===== config.mk =====
export PLATFORM = sky130hd
export DESIGN_NAME = onehot_decoder_seq
export DESIGN_NICKNAME = d
export VERILOG_FILES = /design/src/rtl/onehot_decoder_seq.sv
export SDC_FILE = /design/constraint.sdc
export NUM_CORES = 1
export LEC_CHECK = 0
export BUFFER_PORTS_ARGS = -buffer_cell sky130_fd_sc_hd__buf_2
export CAP_MARGIN = 15
export CORE_UTILIZATION = 50
export CTS_CLUSTER_DIAMETER = 40
export DETAILED_ROUTE_END_ITERATION = 10
export HOLD_SLACK_MARGIN = 0.02
export PLACE_DENSITY = 0.74
export SLEW_MARGIN = 20
export SYNTH_ARGS = -nofsm -noshare
export SYNTH_HDL_FRONTEND = slang
export SYNTH_SLANG_ARGS = --single-unit

===== constraint.sdc =====
create_clock -name clk -period 2.6 [get_ports clk]
set_clock_uncertainty 0.1 [all_clocks]
set_input_delay 0.13 -clock clk [delete_from_list [all_inputs] [get_ports clk]]
set_output_delay 0.13 -clock clk [all_outputs]
set_load 0.01 [all_outputs]

===== src/rtl/onehot_decoder_seq.sv =====
// Sequential binary-to-one-hot decoder: holds y[code] high for HOLD cycles, then forces GAP all-low cycles.
// Optional per-line saturating hit counters when DEC_HIT_CNT_EN is defined.
module onehot_decoder_seq #(
  parameter int SEL_W = 2,
  parameter int HOLD  = 4,
  parameter int GAP   = 1
) (
  input  logic                    clk,
  input  logic                    rst,
  input  logic                    en,
  input  logic                    in_valid,
  input  logic [SEL_W-1:0]        in_code,
  output logic                    in_ready,
  output logic [(1<<SEL_W)-1:0]   y,
  output logic                    busy,
  output logic                    done
`ifdef DEC_HIT_CNT_EN
  ,
  input  logic [SEL_W-1:0]        hit_sel,
  output logic [7:0]              hit_cnt
`endif
);

  localparam int N = 1 << SEL_W;
  localparam logic [N-1:0] ONE       = {{(N-1){1'b0}}, 1'b1};
  localparam logic [7:0]   HOLD_INIT = 8'(HOLD - 1);
  localparam logic [7:0]   GAP_INIT  = (GAP > 0) ? 8'(GAP - 1) : 8'd0;

  typedef enum logic [1:0] {ST_IDLE, ST_HOLD, ST_GAP} state_t;

  state_t     state;
  logic [7:0] hold_cnt;
  logic [7:0] gap_cnt;
  logic       accept;

  assign in_ready = (state == ST_IDLE) && en && !rst;
  assign accept   = in_valid && in_ready;

  always_ff @(posedge clk or posedge rst) begin
    if (rst) begin
      state    <= ST_IDLE;
      y        <= '0;
      busy     <= 1'b0;
      done     <= 1'b0;
      hold_cnt <= '0;
      gap_cnt  <= '0;
    end else begin
      done <= 1'b0;
      case (state)
        ST_IDLE: begin
          if (accept) begin
            y        <= ONE << in_code;
            hold_cnt <= HOLD_INIT;
            busy     <= 1'b1;
            state    <= ST_HOLD;
          end
        end
        ST_HOLD: begin
          if (hold_cnt == 8'd0) begin
            y    <= '0;
            done <= 1'b1;
            // With no gap, returning to IDLE still costs one all-low cycle before the next accept.
            if (GAP > 0) begin
              gap_cnt <= GAP_INIT;
              state   <= ST_GAP;
            end else begin
              busy  <= 1'b0;
              state <= ST_IDLE;
            end
          end else begin
            hold_cnt <= hold_cnt - 8'd1;
          end
        end
        ST_GAP: begin
          if (gap_cnt == 8'd0) begin
            busy  <= 1'b0;
            state <= ST_IDLE;
          end else begin
            gap_cnt <= gap_cnt - 8'd1;
          end
        end
        default: state <= ST_IDLE;
      endcase
    end
  end

`ifdef DEC_HIT_CNT_EN
  logic [7:0] hit_mem [N];

  always_ff @(posedge clk or posedge rst) begin
    if (rst) begin
      for (int i = 0; i < N; i++) hit_mem[i] <= '0;
    end else if (accept && hit_mem[in_code] != 8'hFF) begin
      hit_mem[in_code] <= hit_mem[in_code] + 8'd1;
    end
  end

  assign hit_cnt = hit_mem[hit_sel];
`endif

endmodule


==> flow_metrics.py, run 1 <==
metrics = {
    "status": {
        "status": "completed",
    },
    "timing": {
        "slew_viol_final": 0,
        "finalWorstSetupSlack_ns": 0.3425,
        "fin_crit_sh_pct": 86.83,
        "period_minus_slack_ns": 2.258,
        "max_freq_mhz": 443.0,
        "hold_viol": 0,
        "setup_viol": 0,
        "setup_tns_ns": 0,
        "tightest_slew_ns": 0.8871,
        "slew_headroom_pct": 40.79,
        "grt_setup_unrepaired": "no",
    },
    "yosys": {
        "synth_area_um2": 1245,
        "synth.top_cell.area_share_pct": 48.24,
        "syn_inst": 127,
        "ys_seq_elements": 24,
        "yosysWarnings": 0,
        "netlist_top_cells_area": "dfrtp_1 (48%), nand2_1 (5.1%), mux2i_1 (4.8%)",
        "yosys.area.top_type": "dfrtp_1",
        "synth.avg_cell_area_um2": 9.803,
        "synth_nets": 137,
        "ys_types": 34,
        "async_flop_share_pct": 100.0,
        "synth_edf_count": 0,
        "synth_seq_area_share_pct": 48.24,
        "synth_flop_cell": "dfrtp_1",
    },
    "power": {
        "power.leakage_nw": 0.6799,
        "vdd_drop_max_v": 0.0007572,
        "power.total_w": 0.001232,
        "power_density_nw_per_um2": 873.4,
    },
    "place": {
        "io_buffers": 12,
        "gp_congestion": 0.8776,
        "dp.cells": 165,
        "dpl.hpwl_mm": 1.701,
        "preCtsSetupSlack_ns": 0.3758,
    },
    "cts": {
        "cts_made_buffers": 3,
        "root_buffer": "clkbuf_4",
        "clk_latency_ns": 0.32,
        "cts_tree": "yes",
        "cts_num_sinks": 24,
        "clk_pin_slew_ns": 0.14,
        "cts.path.max_buffers": 2,
        "h-tree-depth": 1,
    },
    "hold_path": {
        "min_path_type": "input pin to flip-flop",
    },
    "flow_run": {
        "maxCapViolations": 0,
    },
    "grt": {
        "grt_usage_pct": 20.70,
        "grtUsageMet3_pct": 6.140,
        "met1_usage_pct": 25.52,
        "met2_usage_pct": 34.40,
        "grt_pass1_wl_mm": 3.995,
        "grt_max_degree": 25,
        "antenna_found_initial": 0,
        "grt_pass1_vias": 934,
        "grt_overflow_total": 0,
        "busiest_layer": "met2",
    },
    "setup_path": {
        "cp.required_ns": 2.74,
        "cp_max_fo": 11,
        "critical_path_class": "flip-flop to flip-flop",
        "regToRegSetupSlack_ns": 0.34,
        "cp-start-kind": "flip-flop",
        "cp-end-kind": "flip-flop",
        "crit_arrival_ns": 2.40,
    },
    "floorplan": {
        "die_h_um": 51.90,
        "design.core.area_um2": 2276,
        "ioPinCount": 13,
        "rows": 17,
        "die_w_um": 51.90,
        "start_util_pct": 54.70,
        "die_area_um2": 2694,
    },
    "cells_and_area": {
        "final_cell_count_no_fill": 172,
        "syn2layout_area_growth_pct": 13.27,
        "fillCellCount": 195,
        "drive_gt1_share_pct": 17.36,
        "layout.nets": 155,
        "antenna_cells": 0,
    },
    "detailed_routing": {
        "drc": 0,
        "wl_mm": 2.290,
        "postRouteAntennaNets": 0,
        "vias": 944,
        "drt-pass1-iter-count": 4,
        "routed_via_density": 5.488,
        "drtIter0Drc": 14,
        "avgRoutedWirePerCell_um": 13.31,
    },
}
[routing by layer]
layer,vias up,share of wire (%)
met5,-,0
met4,0,0.74
met3,2,4.5
met2,20,47
met1,446,48
li1,476,-
[cell families (layout without fill, tap and decap cells)]
logic type | Yosys count | count (layout) | synth area share (%)
flip-flops | 24 | 24 | 48.24
AND/OR/NAND/NOR | 61 | 61 | 26.33
adder cells (fa/ha/maj) | 4 | 4 | 4.020
buffers and inverters | 9 | 26 | 3.517
XOR/XNOR | 4 | 4 | 2.815
multiplexers | 6 | 6 | 4.824
AO/OA/AOI/OAI | 19 | 19 | 10.25
[synth_stat cells, types with 2 or more instances]
| library cell | count |
|---|---|
| o31ai_2 | 2 |
| nor2_1 | 10 |
| nor4b_1 | 2 |
| nor4_1 | 4 |
| inv_1 | 6 |
| nand2b_1 | 3 |
| ha_1 | 4 |
| mux2i_1 | 6 |
| nand2_1 | 17 |
| nor3_1 | 4 |
| o21ai_0 | 6 |
| dfrtp_1 | 24 |
| nand3_1 | 7 |
| or3_1 | 3 |
| a21oi_1 | 7 |
| nor2b_1 | 2 |
| xnor2_1 | 3 |
[per-stage QoR]
stage                     hold slack (ns)  cell area (um^2)  utilization [%]
final                             0.07692              1410            61.96
after global placement             0.2700              1328            58.33
after global routing              0.08222              1410            61.96
after CTS                         0.07024              1410            61.96
after floorplan                   0.04462              1245                -
after detailed placement           0.2714              1328            58.33
[path summary, 6_finish.rpt]
kind,start,to,cells past startpoint
worst max-delay path,hold_cnt[0]$_DFFE_PP0P_,y[2]$_DFFE_PP0P_,7
worst min-delay path,in_valid,busy$_DFFE_PP0P_,3
worst max register to register,hold_cnt[0]$_DFFE_PP0P_,y[2]$_DFFE_PP0P_,7
worst min register to register,busy$_DFFE_PP0P_,busy$_DFFE_PP0P_,2
max in group asynchronous,rst,gap_cnt[3]$_DFFE_PP0P_,3
min in group asynchronous,rst,state[0]$_DFFE_PP0P_,3
[registers in the layout (all words and copies together), names as in the netlist]
register  count
done          1
y             4
gap_cnt       8
busy          1
state         2
hold_cnt      8
[final cells by class]
cell class	count	area (um^2)	area share, %
Tap cell	28	35.03	2.484
Timing Repair Buffer	15	90.09	6.389
Clock buffer	3	22.52	1.597
Multi-Input combinational cell	94	600.6	42.59
Clock inverter	1	30.03	2.130
Sequential cell	24	600.6	42.59
Inverter	7	31.28	2.218
[layout by cell type (no fill, tap or decap), types with 4 or more instances in the layout]
cell type and count:
nor4_1 4, nand3_1 7, inv_1 6, a21oi_1 7, ha_1 4, nand2_1 17
o21ai_0 6, nor2_1 10, nor3_1 4, dfrtp_1 24, buf_2 12, mux2i_1 6
[repair_timing]
action	in CTS	in global routing
hold endpoints to repair	28	0
hold buffers	3	0
gates resized for setup	0	0
buffers inserted	0	0
[power breakdown]
part / total [W] / switching, W / internal [W]
combinational: 0.000390 / 0.000214 / 0.000176
sequential: 0.000572 / 0.0000978 / 0.000474
clock: 0.000269 / 0.000114 / 0.000156
total: 0.00123 / 0.000425 / 0.000806
[critical path, cell delays in order, from the launching register on]
cell and delay [ns]:
dfrtp_1 0.43, inv_1 0.09, ha_1 0.18, or3b_2 0.44, or4_4 0.53, clkinv_4 0.12, nor2_4 0.05, o31ai_2 0.24
No activity file was read; power rests on OpenSTA's default activity.
==> inputs of run 2 (changes only) <==
Settings changed: CORE_ASPECT_RATIO set to 0.7.
==> run 2 against run 1 <==
Net effect:
- hold slack got worse by 0.012 ns
- via count grew 2.4%
- non-clock buffer count did not move
- highest routed layer unchanged
- worst setup slack better by 0.036 ns
- global-route usage decreased by 0.063 points
- largest power group unchanged
==> flow_metrics.py, run 2 (same netlist as run 1, synthesis figures left out) <==
metrics = {
    "status": {
        "status": "completed",
    },
    "timing": {
        "tightest_slew_ns": 0.9060,
        "grt_setup_unrepaired": "no",
        "setup_tns_ns": 0,
        "slew_headroom_pct": 39.53,
        "max_freq_mhz": 450.2,
        "period_minus_slack_ns": 2.221,
        "slew_viol_final": 0,
        "whs_ns": 0.06506,
        "setup_viol": 0,
        "fin_crit_sh_pct": 85.44,
        "finalWorstSetupSlack_ns": 0.3786,
        "hold_viol": 0,
    },
    "detailed_routing": {
        "postRouteAntennaNets": 0,
        "drc": 0,
        "wl_met1_mm": 1.232,
        "top_layer_used": "met4",
        "avgRoutedWirePerCell_um": 13.68,
        "drt-pass1-iter-count": 4,
        "wl_mm": 2.408,
        "routed_via_density": 5.494,
        "vias": 967,
        "dr_wl_met2_mm": 1.013,
        "wl_met3_um": 135,
        "drtIter0Drc": 32,
    },
    "place": {
        "preCtsSetupSlack_ns": 0.4051,
        "dp.cells": 169,
        "dpl.hpwl_mm": 1.805,
        "io_buffers": 12,
        "gp_congestion": 0.8289,
    },
    "power": {
        "vdd_drop_max_v": 0.0004179,
        "power.leakage_nw": 0.6799,
        "p_seq_share_pct": 46.5,
        "combPwrFrac_pct": 31.8,
        "p_sw_w": 0.0004240,
        "p_int_w": 0.0008063,
        "power_density_nw_per_um2": 869.4,
        "clkPwrFrac_pct": 21.7,
        "p_sw_share_pct": 34.46,
    },
    "cts": {
        "clk_pin_slew_ns": 0.13,
        "cts_tree": "yes",
        "h-tree-depth": 1,
        "cts.path.max_buffers": 2,
        "cts_num_sinks": 24,
        "clk_latency_ns": 0.31,
        "post_cts_buffers": 0,
        "root_buffer": "clkbuf_4",
        "cts_made_buffers": 3,
    },
    "setup_path": {
        "crit_path_end": "y[0]$_DFFE_PP0P_",
        "cp.required_ns": 2.72,
        "cp-end-kind": "flip-flop",
        "r2r_end": "y[0]$_DFFE_PP0P_",
        "cp_max_fo": 11,
        "cp_slowest_cell": "or4_4",
        "cp-start-kind": "flip-flop",
        "cp_slowest_stage_delay_ns": 0.53,
        "r2r_cells": 7,
        "cp_cell_sequence": "inv_1, ha_1, or3b_2, or4_4, clkinv_4, nor2_4, o41ai_2",
        "regToRegSetupSlack_ns": 0.38,
        "reg2reg_from": "hold_cnt[0]$_DFFE_PP0P_",
        "cp-startpoint": "hold_cnt[0]$_DFFE_PP0P_",
        "crit_arrival_ns": 2.34,
        "critical_path_class": "flip-flop to flip-flop",
    },
    "cells_and_area": {
        "final_cell_mix": "dfrtp_1 (24), nand2_1 (17), buf_2 (12), nor2_1 (10)",
        "drive_gt1_share_pct": 17.36,
        "final_common_cell": "dfrtp_1",
        "antenna_cells": 0,
        "syn2layout_area_growth_pct": 13.67,
        "reg_top3": "gap_cnt x8, hold_cnt x8, y x4",
        "layout.nets": 155,
        "final_cell_count_no_fill": 176,
        "utilization_pct": 63.11,
    },
    "floorplan": {
        "start_util_pct": 55.52,
        "die_h_um": 43.75,
        "rows": 14,
        "die_area_um2": 2697,
        "die_w_um": 61.64,
        "ioPinCount": 13,
        "design.core.area_um2": 2242,
    },
    "flow_run": {
        "maxCapViolations": 0,
    },
    "hold_path": {
        "min_path_type": "input pin to flip-flop",
    },
    "grt": {
        "antenna_found_initial": 0,
        "grt_overflow_total": 0,
        "grt_pass1_wl_mm": 3.919,
        "grt_pass1_vias": 884,
        "grt_max_degree": 25,
        "grt_usage_pct": 20.64,
    },
}
[run 2: stage by stage]
stage	power, W	cell area [um^2]
2_1_floorplan	0.0008521	1245
3_3_place_gp	0.0009524	1333
3_5_place_dp	0.0009684	1333
4_1_cts	0.001243	1415
5_1_grt	0.001323	1415
6_report	0.001230	1415
[run 2: layout make-up]
type,count,area [um^2]
Fill cell,192,827.0
Sequential cell,24,600.6
Multi-Input combinational cell,94,600.6
Timing Repair Buffer,15,90.09
Tap cell,32,40.04
Inverter,7,31.28
Clock inverter,1,30.03
Clock buffer,3,22.52
[run 2: worst max-delay path, delay by kind of cell (launching register included)]
kind | cells | cell delay, ns
and+or+nand+nor | 3 | 1.03
DFF | 1 | 0.42
buffers and inverters | 2 | 0.21
AOI/OAI and AO/OA | 1 | 0.20
adders and majority gates | 1 | 0.18
[run 2: power by group through the flow]
| stage | combinational [W] | sequential, W | clock [W] |
|---|---|---|---|
| floorplan | 0.000276 | 0.000576 | 0 |
| global placement | 0.000379 | 0.000574 | 0 |
| detailed placement | 0.000390 | 0.000579 | 0 |
| CTS | 0.000395 | 0.000572 | 0.000276 |
| global route | 0.000441 | 0.000590 | 0.000292 |
| finish | 0.000391 | 0.000572 | 0.000266 |
[run 2: repair_timing]
| item | in CTS | in global routing |
|---|---|---|
| gates resized for setup | 0 | 0 |
| hold buffers | 3 | 0 |
| hold endpoints to repair | 28 | 0 |
[run 2: worst min path at each step]
| stage | endpoint | startpoint | slack [ns] | depth (start not counted) |
|---|---|---|---|---|
| global placement | gap_cnt[1]$_DFFE_PP0P_ | rst | 0.28 | 2 |
| detailed placement | y[1]$_DFFE_PP0P_ | in_code[1] | 0.28 | 2 |
| CTS | busy$_DFFE_PP0P_ | in_valid | 0.05 | 3 |
| finish | busy$_DFFE_PP0P_ | in_valid | 0.07 | 3 |
| global route | busy$_DFFE_PP0P_ | in_valid | 0.07 | 3 |
| floorplan | busy$_DFFE_PP0P_ | rst | 0.04 | 1 |
[run 2: routing by layer]
layer / global-route usage (%) / vias to the layer above
met5: 0 / -
li1: - / 483
met2: 30.11 / 35
met3: 7.761 / 4
met4: 5.778 / 0
met1: 28.76 / 445
